**src/rtl/regfile_wb_arbiter_pkg.sv**
```systemverilog
// Shared definitions for the regfile writeback arbiter: FSM state encodings and
// the register index that is never written.
package regfile_wb_arbiter_pkg;

    typedef enum logic [1:0] {
        ST_IDLE  = 2'd0,
        ST_HOLD  = 2'd1,
        ST_FORCE = 2'd2
    } arbState_t;

    localparam int REG_ZERO = 0;

endpackage

```
**src/rtl/regfile_wb_arbiter_hold_buffer.sv**
```systemverilog
// One-entry parking slot for a multdiv result that lost the write port to the pipeline.
module wb_hold_buffer #(
    parameter int DATA_W = 32,
    parameter int ADDR_W = 5
) (
    input  logic              clock,
    input  logic              resetN,
    input  logic              load,
    input  logic              clear,
    input  logic [ADDR_W-1:0] loadReg,
    input  logic [DATA_W-1:0] loadData,
    output logic              valid,
    output logic [ADDR_W-1:0] heldReg,
    output logic [DATA_W-1:0] heldData
);

    // Clear wins over load; the arbiter never requests both in one cycle.
    always_ff @(posedge clock) begin
        if (!resetN || clear) begin
            valid    <= 1'b0;
            heldReg  <= '0;
            heldData <= '0;
        end else if (load) begin
            valid    <= 1'b1;
            heldReg  <= loadReg;
            heldData <= loadData;
        end
    end

endmodule

```
**src/rtl/regfile_wb_arbiter.sv**
```systemverilog
// Arbitrates the single regfile write port between W-stage writeback (priority) and
// multdiv completion, parking a colliding multdiv result and forcing a drain on starvation.
module regfile_wb_arbiter
    import regfile_wb_arbiter_pkg::*;
#(
    parameter int DATA_W       = 32,
    parameter int ADDR_W       = 5,
    parameter int STARVE_LIMIT = 3
) (
    input  logic              clock,
    input  logic              ctrl_reset_n,
    input  logic              pipe_we,
    input  logic [ADDR_W-1:0] pipe_reg,
    input  logic [DATA_W-1:0] pipe_data,
    input  logic              md_valid,
    input  logic [ADDR_W-1:0] md_reg,
    input  logic [DATA_W-1:0] md_data,
    output logic              md_ready,
    output logic              rf_we,
    output logic [ADDR_W-1:0] rf_reg,
    output logic [DATA_W-1:0] rf_data,
    output logic              stall_pipe,
    output logic              hold_valid,
    output logic [ADDR_W-1:0] hold_reg,
    output logic              md_dropped,
    output logic              pipe_err
);

    localparam int                CNT_W    = $clog2(STARVE_LIMIT) + 1;
    localparam logic [ADDR_W-1:0] ZERO_IDX = ADDR_W'(REG_ZERO);
    localparam logic [CNT_W-1:0]  CNT_LAST = CNT_W'(STARVE_LIMIT - 1);

    arbState_t         state, nextState;
    logic [CNT_W-1:0]  holdCnt, nextHoldCnt;
    logic              stallReg, nextStall;
    logic              bufLoad, bufClear, bufValid;
    logic [ADDR_W-1:0] bufReg;
    logic [DATA_W-1:0] bufData;
    logic              candWe;
    logic [ADDR_W-1:0] candReg;
    logic [DATA_W-1:0] candData;
    logic              mdReadyInt, mdDropInt, pipeErrInt, rfWeInt;

    wb_hold_buffer #(
        .DATA_W(DATA_W),
        .ADDR_W(ADDR_W)
    ) holdBuffer (
        .clock   (clock),
        .resetN  (ctrl_reset_n),
        .load    (bufLoad),
        .clear   (bufClear),
        .loadReg (md_reg),
        .loadData(md_data),
        .valid   (bufValid),
        .heldReg (bufReg),
        .heldData(bufData)
    );

    always_ff @(posedge clock) begin
        if (!ctrl_reset_n) begin
            state    <= ST_IDLE;
            holdCnt  <= '0;
            stallReg <= 1'b0;
        end else begin
            state    <= nextState;
            holdCnt  <= nextHoldCnt;
            stallReg <= nextStall;
        end
    end

    // A multdiv result aimed at r0 is accepted and silently swallowed, never parked.
    always_comb begin
        nextState   = state;
        nextHoldCnt = holdCnt;
        nextStall   = stallReg;
        bufLoad     = 1'b0;
        bufClear    = 1'b0;
        candWe      = 1'b0;
        candReg     = '0;
        candData    = '0;
        mdReadyInt  = 1'b0;
        mdDropInt   = 1'b0;
        pipeErrInt  = 1'b0;
        case (state)
            ST_IDLE: begin
                mdReadyInt = 1'b1;
                if (pipe_we) begin
                    candWe   = 1'b1;
                    candReg  = pipe_reg;
                    candData = pipe_data;
                end else if (md_valid) begin
                    candWe   = 1'b1;
                    candReg  = md_reg;
                    candData = md_data;
                end
                if (pipe_we && md_valid && md_reg != ZERO_IDX) begin
                    if (pipe_reg == md_reg) begin
                        mdDropInt = 1'b1;
                    end else begin
                        bufLoad     = 1'b1;
                        nextState   = ST_HOLD;
                        nextHoldCnt = '0;
                    end
                end
            end
            ST_HOLD: begin
                candWe = 1'b1;
                if (!pipe_we) begin
                    candReg     = bufReg;
                    candData    = bufData;
                    bufClear    = 1'b1;
                    nextState   = ST_IDLE;
                    nextHoldCnt = '0;
                end else if (pipe_reg == bufReg) begin
                    candReg     = pipe_reg;
                    candData    = pipe_data;
                    bufClear    = 1'b1;
                    mdDropInt   = 1'b1;
                    nextState   = ST_IDLE;
                    nextHoldCnt = '0;
                end else begin
                    candReg     = pipe_reg;
                    candData    = pipe_data;
                    nextHoldCnt = holdCnt + 1'b1;
                    if (holdCnt == CNT_LAST) begin
                        nextState = ST_FORCE;
                        nextStall = 1'b1;
                    end
                end
            end
            ST_FORCE: begin
                candWe      = 1'b1;
                candReg     = bufReg;
                candData    = bufData;
                bufClear    = 1'b1;
                pipeErrInt  = pipe_we;
                nextState   = ST_IDLE;
                nextStall   = 1'b0;
                nextHoldCnt = '0;
            end
            default: begin
                nextState   = ST_IDLE;
                nextStall   = 1'b0;
                nextHoldCnt = '0;
            end
        endcase
    end

    assign rfWeInt    = ctrl_reset_n && candWe && (candReg != ZERO_IDX);
    assign rf_we      = rfWeInt;
    assign rf_reg     = rfWeInt ? candReg : '0;
    assign rf_data    = rfWeInt ? candData : '0;
    assign md_ready   = ctrl_reset_n && mdReadyInt;
    assign md_dropped = ctrl_reset_n && mdDropInt;
    assign pipe_err   = ctrl_reset_n && pipeErrInt;
    assign stall_pipe = stallReg;
    assign hold_valid = ctrl_reset_n && bufValid;
    assign hold_reg   = hold_valid ? bufReg : '0;

endmodule

```
**config.mk**
```make
export PLATFORM = sky130hd
export DESIGN_NAME = regfile_wb_arbiter
export DESIGN_NICKNAME = d
export VERILOG_FILES = /design/src/rtl/regfile_wb_arbiter_pkg.sv /design/src/rtl/regfile_wb_arbiter_hold_buffer.sv /design/src/rtl/regfile_wb_arbiter.sv
export SDC_FILE = /design/constraint.sdc
export NUM_CORES = 1
export LEC_CHECK = 0
export BUFFER_PORTS_ARGS = -buffer_cell sky130_fd_sc_hd__buf_2
export CELL_PAD_IN_SITES_DETAIL_PLACEMENT = 1
export CELL_PAD_IN_SITES_GLOBAL_PLACEMENT = 1
export CORE_AREA = 2 2 83 105
export DETAILED_ROUTE_END_ITERATION = 12
export DIE_AREA = 0 0 85 107
export PLACE_DENSITY = 0.81
export SLEW_MARGIN = 20
export SYNTH_ARGS = -nofsm -noshare
export SYNTH_HDL_FRONTEND = slang
export SYNTH_SLANG_ARGS = --single-unit
export TNS_END_PERCENT = 100
```
**constraint.sdc**
```tcl
create_clock -name clock -period 5.65 [get_ports clock]
set_clock_uncertainty 0.15 [all_clocks]
set_input_delay 1.13 -clock clock [delete_from_list [all_inputs] [get_ports clock]]
set_output_delay 1.13 -clock clock [all_outputs]
set_load 0.01 [all_outputs]
```
==> flow_summary_export.csv, run 1 <==
group,metric,value,unit
synthesis,synth_cells,351,
critical_path,r2r_slack,2630,ps
cells_and_area,post_route_cells_drive_above_1_share,39.0,%
clock_tree,cts_inserted_buffers,5,
sta,max_freq,224,MHz
synthesis,synth_enable_flop_cells,0,
run_status,outcome,"complete, no violations",
die,boundaryPins,126,
power_and_ir_drop,total_leakage_power,0.00164,uW
clock_tree,clock_insertion_delay_worst_skew,300,ps
sta,post-route-period-util,78.9,%
clock_tree,max-clock-path-buffers,2,
critical_path,setup.worst_path.class,"primary input to primary output",
placement,io_buffer_count,125,
synthesis,netlist_area,2940,sq um
sta,minimum_clock_period,4460,ps
min_path,hold_path.class,"register to register",
sta,setup_viol,0,
detailed_routing,vias,3018,
cells_and_area,layout-area-overhead-vs-synth,26.3,%
clock_tree,cts_hold_buf,0,
synthesis,netlist.top_cell.by_area,"sky130_fd_sc_hd__dfxtp_1",
sta,report.final.hold_viol_count,0,
synthesis,synth.top_cell.area_share,30.0,%
sta,rsz0062_at_grt,"false",
flow_run,max_cap_viol_count,0,
cells_and_area,num-fill-cells,1020,
synthesis,library_cells_used_by_synthesis,46,
die,die_area,9100,sq um
sta,layout_setup_ws,1190,ps
clock_tree,ctsHtreeMaxLevel,2,
critical_path,worstPathArrival,3180,ps
clock_tree,path_clk_slew,90,ps
critical_path,worst_setup_path_end_kind,"primary output",
synthesis,register_bit_count_reported_by_yosys,44,
critical_path,crit_path_start_kind,"primary input",
critical_path,critPathTopFamily,"buffers and inverters",
placement,hpwlAfterDp,6.79,mm
synthesis,synth_sequential_area_ratio,30.0,%
grt,track_usage,20.1,%
critical_path,worst_path_max_delay_cell,"sky130_fd_sc_hd__a221o_1",
critical_path,crit_path_frequent_cell,"sky130_fd_sc_hd__buf_2",
grt,grt_max_degree,37,
synthesis,synth.top_cells.by_count,"sky130_fd_sc_hd__nor2_1 (47), sky130_fd_sc_hd__dfxtp_1 (44), sky130_fd_sc_hd__nand2_1 (42), sky130_fd_sc_hd__a22oi_1 (37), sky130_fd_sc_hd__mux2i_1 (37)",
grt,grt_overflow_total,0,
cells_and_area,inserted_diodes,0,
grt,grt_pass1_wl,15.0,mm
sta,tightest_slew,991,ps
detailed_routing,drtAntennaViolNets,0,
critical_path,path_cells,"buf_2 > nor2b_4 > and2_4 > a221o_1 > o41ai_4 > buf_4 > a21oi_1 > buf_2",
detailed_routing,detail_route.vias_per_cell,5.40,
die,core_area,8100,sq um
clock_tree,post-cts-setup-buffers,0,
grt,grt_antenna_before_repair,0,
detailed_routing,wire_per_inst,16.3,microns
critical_path,required_time_at_the_worst_slack_endpoint,4370,ps
critical_path,critPathBufInv,3,
critical_path,worstPathMaxFanout,33,
sta,max-slew-margin-rel,33.7,%
detailed_routing,number_of_drc_violations_after_detailed_routing,0,
placement,dp_worst_setup_slack,1200,ps
grt,grt_pass1_vias,3160,
power_and_ir_drop,vdd_drop_max,0.105,mV
clock_tree,tritoncts_num_sinks,44,
detailed_routing,first_iter_violations,115,
synthesis,postSynthAreaPerCell,8.38,sq um
die,chipHeight,107,microns
cells_and_area,final_nets,545,
power_and_ir_drop,powerDensity,219,nW/um^2
synthesis,synthesis.nets,435,
synthesis,ys_top_cells_by_area,"sky130_fd_sc_hd__dfxtp_1 (30%), sky130_fd_sc_hd__mux2i_1 (13%), sky130_fd_sc_hd__a22oi_1 (9.4%)",
synthesis,synth-async-reset-ratio,0,%
critical_path,timing.critical_path.slowest_cell_delay,380,ps
die,placementRows,37,
clock_tree,cts_tree,"done",
placement,gpl.final_weighted_congestion,0.897,
synthesis,synth-warning-count,0,
sta,setup-tns-final,0,ps
sta,timing_max_transition_violations_final,0,
synthesis,post-synth-top-count-cell,"sky130_fd_sc_hd__nor2_1",
detailed_routing,finalWirelength,9.09,mm
die,initial_utilization,36.3,%
detailed_routing,dr.pass1.iters,4,
clock_tree,post_cts_resize_count,0,
clock_tree,clk_tree_root_cell,"sky130_fd_sc_hd__clkbuf_8",
die,die_x,85,microns
synthesis,synthFlopType,"sky130_fd_sc_hd__dfxtp_1",
[routing by layer]
metal / share of wire [%] / wire length [microns] / vias up / track usage (%)
li1: - / - / 1464 / -
met1: 40 / 3620 / 1470 / 23.0
met2: 54 / 4920 / 72 / 37.7
met3: 4.4 / 398 / 12 / 3.31
met4: 1.6 / 147 / 0 / 6.24
met5: 0 / 0 / - / 0
[path summary, 6_finish.rpt]
check,from,to,cells after the start
max,pipe_we,rf_data[31],8
min,holdBuffer.heldData[1],holdBuffer.heldData[1],2
max reg2reg,state[0],holdBuffer.heldData[28],7
min reg2reg,holdBuffer.heldData[1],holdBuffer.heldData[1],2
[power breakdown]
part           total (uW)  internal (uW)  switching (uW)
Clock                 251            133             118
Combinational         226           93.7             132
Sequential            337            326            11.0
Total                 814            553             261
[state kept, by name, indices dropped and copies added, names as in the netlist]
name and flops:
holdBuffer.heldData 32, holdBuffer.heldReg 5, holdBuffer.valid 1, holdCnt 3, stall_pipe 1, state 2
[worst min-delay path, stage by stage (launching register included)]
cell and delay [ps]:
sky130_fd_sc_hd__dfxtp_1 330, sky130_fd_sc_hd__mux2i_1 60, sky130_fd_sc_hd__nor2_1 70
[layout make-up]
cell class,instances,area [sq um],share of cell area [%]
clock inverters,3,46.3,1.25
repair buffers,131,671,18.1
inverters,7,26.3,0.708
clock buffers,5,68.8,1.85
well taps,97,121,3.27
multi-input cells,272,1900,51.1
flip-flops and latches,44,881,23.7
[logic make-up after synthesis]
family | synth area share [%]
AND/OR/NAND/NOR | 17.4
AO/OA/AOI/OAI | 26.9
flip-flops | 30.0
multiplexers | 14.3
buffers and inverters | 6.00
XOR/XNOR | 2.98
adder cells (fa/ha/maj) | 2.55
[stage by stage]
step	power (uW)	cell area (sq um)	util, %	std cells	hold slack, ps
3_5_place_dp	572	3600	44.4	551	335
5_1_grt	865	3710	45.8	559	373
6_report	814	3710	45.8	559	349
4_1_cts	825	3710	45.8	559	349
2_1_floorplan	490	2940	-	351	311
3_3_place_gp	564	3600	44.4	551	322
[placed cells by master, fill, tap and decap left out, types with 2 or more instances in the layout]
master	count
sky130_fd_sc_hd__buf_2	125
sky130_fd_sc_hd__nor2_1	46
sky130_fd_sc_hd__dfxtp_1	44
sky130_fd_sc_hd__nand2_1	42
sky130_fd_sc_hd__a22oi_1	37
sky130_fd_sc_hd__mux2i_1	37
sky130_fd_sc_hd__a21oi_2	29
sky130_fd_sc_hd__and3_1	7
sky130_fd_sc_hd__o21ai_0	7
sky130_fd_sc_hd__xor2_1	7
sky130_fd_sc_hd__and2_1	6
sky130_fd_sc_hd__ha_1	6
sky130_fd_sc_hd__buf_4	6
sky130_fd_sc_hd__inv_1	5
sky130_fd_sc_hd__a21oi_1	5
sky130_fd_sc_hd__clkbuf_8	5
sky130_fd_sc_hd__mux2_2	3
sky130_fd_sc_hd__xnor2_1	3
sky130_fd_sc_hd__nand2b_1	3
sky130_fd_sc_hd__a221o_1	2
sky130_fd_sc_hd__a22o_1	2
sky130_fd_sc_hd__inv_2	2
sky130_fd_sc_hd__a21o_1	2
sky130_fd_sc_hd__nand3b_1	2
sky130_fd_sc_hd__o21a_1	2
sky130_fd_sc_hd__nor3_1	2
sky130_fd_sc_hd__o211ai_1	2
sky130_fd_sc_hd__nand3_1	2
sky130_fd_sc_hd__a21boi_0	2
Note: power is estimated with default switching activity, not from simulation.
==> inputs of run 2 (changes only) <==
--- a/config.mk
+++ b/config.mk
@@ -8,10 +8,10 @@
 export BUFFER_PORTS_ARGS = -buffer_cell sky130_fd_sc_hd__buf_2
 export CELL_PAD_IN_SITES_DETAIL_PLACEMENT = 1
 export CELL_PAD_IN_SITES_GLOBAL_PLACEMENT = 1
-export CORE_AREA = 2 2 83 105
+export CORE_AREA = 2 2 91 114
 export DETAILED_ROUTE_END_ITERATION = 12
-export DIE_AREA = 0 0 85 107
-export PLACE_DENSITY = 0.81
+export DIE_AREA = 0 0 93 116
+export PLACE_DENSITY = 0.72
 export SLEW_MARGIN = 20
 export SYNTH_ARGS = -nofsm -noshare
 export SYNTH_HDL_FRONTEND = slang
==> constraint.sdc (replaced) <==
create_clock -name clock -period 3.7 [get_ports clock]
set_clock_uncertainty 0.15 [all_clocks]
set_input_delay 0.74 -clock clock [delete_from_list [all_inputs] [get_ports clock]]
set_output_delay 0.74 -clock clock [all_outputs]
set_load 0.01 [all_outputs]
==> run 2 against run 1 <==
Effect of this change: cell area increased by 4.9%; worst hold slack got worse by 14 ps; flip-flop and latch count unchanged; sequential power increased by 53%; via count increased by 0.53%; worst setup slack got worse by 1000 ps; critical endpoint is now rf_data[0]; largest power group is now clock.
==> flow_summary_export.csv, run 2 (synthesis results as in run 1) <==
group,metric,value,unit
detailed_routing,vias,3034,
critical_path,critPathTopFamily,"buffers and inverters",
power_and_ir_drop,power.share.sequential,36.3,%
sta,tightest_slew,679,ps
die,die_x,93,microns
cells_and_area,biggestRegsByFlops,"holdBuffer.heldData (32), holdBuffer.heldReg (5), holdCnt (3)",
die,chipHeight,116,microns
clock_tree,max-clock-path-buffers,2,
min_path,hold_path.class,"register to register",
sta,minimum_clock_period,3550,ps
grt,grt_pass1_wl,15.3,mm
detailed_routing,detail_route.vias_per_cell,5.10,
placement,hpwlAfterDp,7.21,mm
detailed_routing,drtAntennaViolNets,0,
grt,grt_pass1_vias,3089,
critical_path,worstPathArrival,2660,ps
die,placementRows,40,
detailed_routing,wire_per_inst,16.4,microns
run_status,outcome,"complete, no violations",
critical_path,worst_setup_path_end_kind,"primary output",
clock_tree,cts_inserted_buffers,5,
critical_path,worst_path_max_delay_cell,"sky130_fd_sc_hd__mux2_2",
clock_tree,ctsHtreeMaxLevel,2,
die,core_area,9610,sq um
cells_and_area,most-common-layout-cells,"sky130_fd_sc_hd__buf_2 (125), sky130_fd_sc_hd__nor2_1 (46), sky130_fd_sc_hd__dfxtp_1 (44)",
cells_and_area,layout-area-overhead-vs-synth,32.4,%
grt,grt_antenna_before_repair,0,
cells_and_area,post_route_cells_drive_above_1_share,39.9,%
sta,report.final.hold_viol_count,0,
die,initial_utilization,30.6,%
power_and_ir_drop,clock_power_share,38.0,%
detailed_routing,number_of_drc_violations_after_detailed_routing,0,
cells_and_area,inserted_diodes,0,
grt,grt_overflow_total,0,
power_and_ir_drop,power_switching_share,30.0,%
power_and_ir_drop,switchingPower,425,uW
clock_tree,tritoncts_num_sinks,44,
grt,track_usage,17.8,%
clock_tree,cts_hold_buf,0,
power_and_ir_drop,internal_power,993,uW
power_and_ir_drop,power_frac_comb,25.7,%
flow_run,max_cap_viol_count,0,
clock_tree,clk_tree_root_cell,"sky130_fd_sc_hd__clkbuf_16",
critical_path,crit_path_frequent_cell,"sky130_fd_sc_hd__buf_2",
clock_tree,path_clk_slew,70,ps
critical_path,crit_path_start_kind,"primary input",
critical_path,worstPathMaxFanout,19,
die,boundaryPins,126,
power_and_ir_drop,powerDensity,364,nW/um^2
grt,grt_max_degree,34,
sta,post-route-period-util,95.8,%
sta,max-slew-margin-rel,54.1,%
sta,setup_viol,0,
sta,rsz0062_at_grt,"false",
sta,worst_hold_margin,335,ps
cells_and_area,biggest_register,"holdBuffer.heldData",
critical_path,critPathBufInv,4,
sta,setup-tns-final,0,ps
detailed_routing,dr.pass1.iters,6,
critical_path,setup.worst_path.class,"primary input to primary output",
detailed_routing,finalWirelength,9.77,mm
clock_tree,cts_tree,"done",
critical_path,timing.critical_path.slowest_cell_delay,380,ps
sta,timing_max_transition_violations_final,0,
cells_and_area,final_nets,552,
die,die_area,10800,sq um
cells_and_area,largest_reg_flops,32,
cells_and_area,mostFrequentLayoutCell,"sky130_fd_sc_hd__buf_2",
power_and_ir_drop,total_leakage_power,0.00172,uW
power_and_ir_drop,vdd_drop_max,0.237,mV
placement,gpl.final_weighted_congestion,0.864,
detailed_routing,first_iter_violations,91,
placement,io_buffer_count,125,
critical_path,required_time_at_the_worst_slack_endpoint,2810,ps
clock_tree,clock_insertion_delay_worst_skew,280,ps
critical_path,path_cells,"buf_2 > mux2_2 > a22oi_1 > o21ai_0 > o41ai_4 > buf_4 > buf_12 > a21oi_1 > buf_2",
sta,max_freq,282,MHz
run 2: cell count changes in the layout (fill, tap and decap cells not counted):
cell,before,now
sky130_fd_sc_hd__buf_12,0,2
sky130_fd_sc_hd__buf_4,6,10
sky130_fd_sc_hd__buf_6,0,1
sky130_fd_sc_hd__clkbuf_16,0,5
sky130_fd_sc_hd__clkbuf_8,5,1
sky130_fd_sc_hd__clkinv_4,0,1
sky130_fd_sc_hd__clkinvlp_4,1,0
sky130_fd_sc_hd__inv_6,1,0
run 2: through the flow:
step / power, uW / instance area (sq um) / std cells / setup WS, ps / util (%)
finish: 1420 / 3890 / 595 / 154 / 40.5
global route: 1490 / 3890 / 595 / 50.5 / 40.5
CTS: 1440 / 3870 / 593 / 60.4 / 40.3
detailed placement: 890 / 3700 / 585 / 128 / 38.5
global placement: 877 / 3700 / 585 / 155 / 38.5
floorplan: 749 / 2940 / 351 / 491 / -
run 2: power by group through the flow:
stage / Sequential, uW / Combinational, uW / Clock, uW
after global routing: 518 / 402 / 573
after floorplan: 520 / 229 / 0
after detailed placement: 525 / 364 / 0
after global placement: 524 / 354 / 0
final: 515 / 365 / 539
after CTS: 515 / 367 / 556
run 2: layout make-up:
cell class,count,area [sq um]
clock inverter,2,38.8
fill,1204,5720
multi-input combinational,272,1900
tap,126,158
clock buffer,6,139
sequential,44,881
timing repair buffer,138,752
inverter,7,26.3
run 2: what timing repair did:
item	in CTS	in global routing
endpoints found under the setup margin	0	10
gates resized for setup	0	0
setup buffers	0	1
run 2: layer usage:
metal / up-vias / global-route usage (%) / share of wire [%]
li1: 1480 / - / -
met1: 1468 / 20.0 / 40
met2: 78 / 34.9 / 55
met3: 8 / 2.60 / 3.9
met4: 0 / 4.41 / 1.1
met5: - / 0 / 0
run 2: tightest hold or removal path, stage by stage (launching register included):
cell and delay, ps:
sky130_fd_sc_hd__dfxtp_1 310, sky130_fd_sc_hd__o21ai_0 60, sky130_fd_sc_hd__a21boi_0 70
run 2: final timing paths:
| path | from | end | slack [ps] | cells past startpoint |
|---|---|---|---|---|
| hold reg to reg | stall_pipe | stall_pipe | 330 | 2 |
| hold / removal | stall_pipe | stall_pipe | 330 | 2 |
| setup / recovery | pipe_we | rf_data[0] | 150 | 9 |
| setup reg to reg | state[0] | holdBuffer.heldData[18] | 1170 | 7 |
==> inputs of run 3 (changes only) <==
--- a/config.mk
+++ b/config.mk
@@ -12,6 +12,7 @@
 export DETAILED_ROUTE_END_ITERATION = 12
 export DIE_AREA = 0 0 93 116
 export PLACE_DENSITY = 0.72
+export RECOVER_POWER = 50
 export SLEW_MARGIN = 20
 export SYNTH_ARGS = -nofsm -noshare
 export SYNTH_HDL_FRONTEND = slang
==> run 3 against run 2 <==
Effect of this change: critical path depth unchanged; combinational power is essentially flat; register-to-register slack worse by 540 ps; worst setup slack worse by 9.9 ps; largest power group unchanged; sequential share of layout area is 0.18 points higher; largest cell class unchanged; critical endpoint unchanged; via count increased by 0.36%; global-route usage stayed put; flip-flop and latch count is the same.
==> flow_summary_export.csv, run 3 (synthesis results as in run 1) <==
group,metric,value,unit
sta,max-slew-margin-rel,40.2,%
clock_tree,tritoncts_num_sinks,44,
die,die_area,10800,sq um
clock_tree,post_cts_resize_count,0,
sta,post-route-period-util,96.1,%
clock_tree,max-clock-path-buffers,2,
flow_run,max_cap_viol_count,0,
critical_path,required_time_at_the_worst_slack_endpoint,2810,ps
grt,grt_pass1_wl,15.3,mm
critical_path,setup.worst_path.class,"primary input to primary output",
critical_path,worst_setup_path_end_kind,"primary output",
cells_and_area,layout-area-overhead-vs-synth,31.3,%
detailed_routing,number_of_drc_violations_after_detailed_routing,0,
grt,track_usage,17.8,%
sta,max_freq,281,MHz
cells_and_area,biggest_register,"holdBuffer.heldData",
detailed_routing,detail_route.vias_per_cell,5.12,
die,chipHeight,116,microns
detailed_routing,drtAntennaViolNets,0,
clock_tree,path_clk_slew,70,ps
placement,io_buffer_count,125,
cells_and_area,final_nets,552,
sta,rsz0062_at_grt,"false",
run_status,outcome,"complete, no violations",
min_path,hold_path.class,"register to register",
clock_tree,ctsHtreeMaxLevel,2,
power_and_ir_drop,total_leakage_power,0.00167,uW
clock_tree,clk_tree_root_cell,"sky130_fd_sc_hd__clkbuf_16",
critical_path,r2r_slack,630,ps
power_and_ir_drop,p_total,1420,uW
clock_tree,cts_tree,"done",
critical_path,worstPathMaxFanout,19,
placement,hpwlAfterDp,7.21,mm
sta,tightest_slew,897,ps
clock_tree,cts_inserted_buffers,5,
grt,grt_overflow_total,0,
die,die_x,93,microns
sta,minimum_clock_period,3560,ps
grt,grt_max_degree,34,
critical_path,crit_path_start_kind,"primary input",
die,placementRows,40,
grt,grt_antenna_before_repair,0,
cells_and_area,most-common-layout-cells,"sky130_fd_sc_hd__buf_2 (117), sky130_fd_sc_hd__nor2_1 (46), sky130_fd_sc_hd__dfxtp_1 (44)",
detailed_routing,wire_per_inst,16.5,microns
cells_and_area,inserted_diodes,0,
die,core_area,9610,sq um
cells_and_area,num-fill-cells,1210,
power_and_ir_drop,powerDensity,367,nW/um^2
detailed_routing,dr.pass1.iters,4,
detailed_routing,first_iter_violations,88,
sta,report.final.hold_viol_count,0,
die,boundaryPins,126,
sta,setup_viol,0,
sta,timing_max_transition_violations_final,0,
cells_and_area,post_route_cells_drive_above_1_share,37.3,%
critical_path,worstPathArrival,2670,ps
cells_and_area,largest_reg_flops,32,
cells_and_area,biggestRegsByFlops,"holdBuffer.heldData (32), holdBuffer.heldReg (5), holdCnt (3)",
clock_tree,clock_insertion_delay_worst_skew,290,ps
power_and_ir_drop,vdd_drop_max,0.237,mV
cells_and_area,mostFrequentLayoutCell,"sky130_fd_sc_hd__buf_2",
detailed_routing,finalWirelength,9.80,mm
sta,setup-tns-final,0,ps
placement,gpl.final_weighted_congestion,0.864,
grt,grt_pass1_vias,3089,
die,initial_utilization,30.6,%
detailed_routing,vias,3045,
## run 3: cell count changes in the layout (fill, tap and decap cells not counted), sizes merged
cell,before,now
buf,138,125
clkbuf,6,19
## run 3: final timing paths
| path | from | cells past startpoint | endpoint |
|---|---|---|---|
| worst max-delay path | pipe_we | 9 | rf_data[0] |
| worst min-delay path | stall_pipe | 2 | stall_pipe |
| worst max register to register | state[1] | 8 | holdBuffer.heldData[26] |
| worst min register to register | stall_pipe | 2 | stall_pipe |
## run 3: area by class of cell
cell class	count	area [sq um]	share of cell area [%]
inverter	7	26.3	0.680
timing repair buffer	138	721	18.7
multi-input combinational	272	1900	49.2
sequential	44	881	22.8
clock inverter	2	38.8	1.00
tap	126	158	4.08
clock buffer	6	139	3.60
## run 3: worst max-delay path, stage by stage
cell	delay, ps
sky130_fd_sc_hd__buf_2	250
sky130_fd_sc_hd__mux2_2	380
sky130_fd_sc_hd__a22oi_1	170
sky130_fd_sc_hd__o21ai_0	220
sky130_fd_sc_hd__o41ai_4	320
sky130_fd_sc_hd__buf_4	190
sky130_fd_sc_hd__buf_12	180
sky130_fd_sc_hd__a21oi_1	60
sky130_fd_sc_hd__buf_2	150
## run 3: what timing repair did
action / 4_1_cts / 5_1_grt
setup buffers: 0 / 1
hold endpoints to repair: 0 / 0
hold buffers: 0 / 0
setup endpoints to repair: 0 / 10
## run 3: per-layer routing
metal	vias up	global-route usage (%)	share of wire, %
li1	1481	-	-
met1	1483	20.0	40
met2	73	34.9	55
met3	8	2.60	3.8
met4	0	4.41	0.99
met5	-	0	0
## run 3: stage by stage
step           cells  worst slack, ps  hold WS, ps  cell area [sq um]  util [%]
4_1_cts          593             60.4          341               3870      40.3
2_1_floorplan    351              491          311               2940         -
6_report         595              144          339               3860      40.2
5_1_grt          595             47.5          381               3860      40.2
3_5_place_dp     585              128          328               3700      38.5
3_3_place_gp     585              155          318               3700      38.5
## run 3: report_power, final
group	switching, uW	internal [uW]
registers	17.4	498
logic	208	154
clock network	202	339
total	427	991
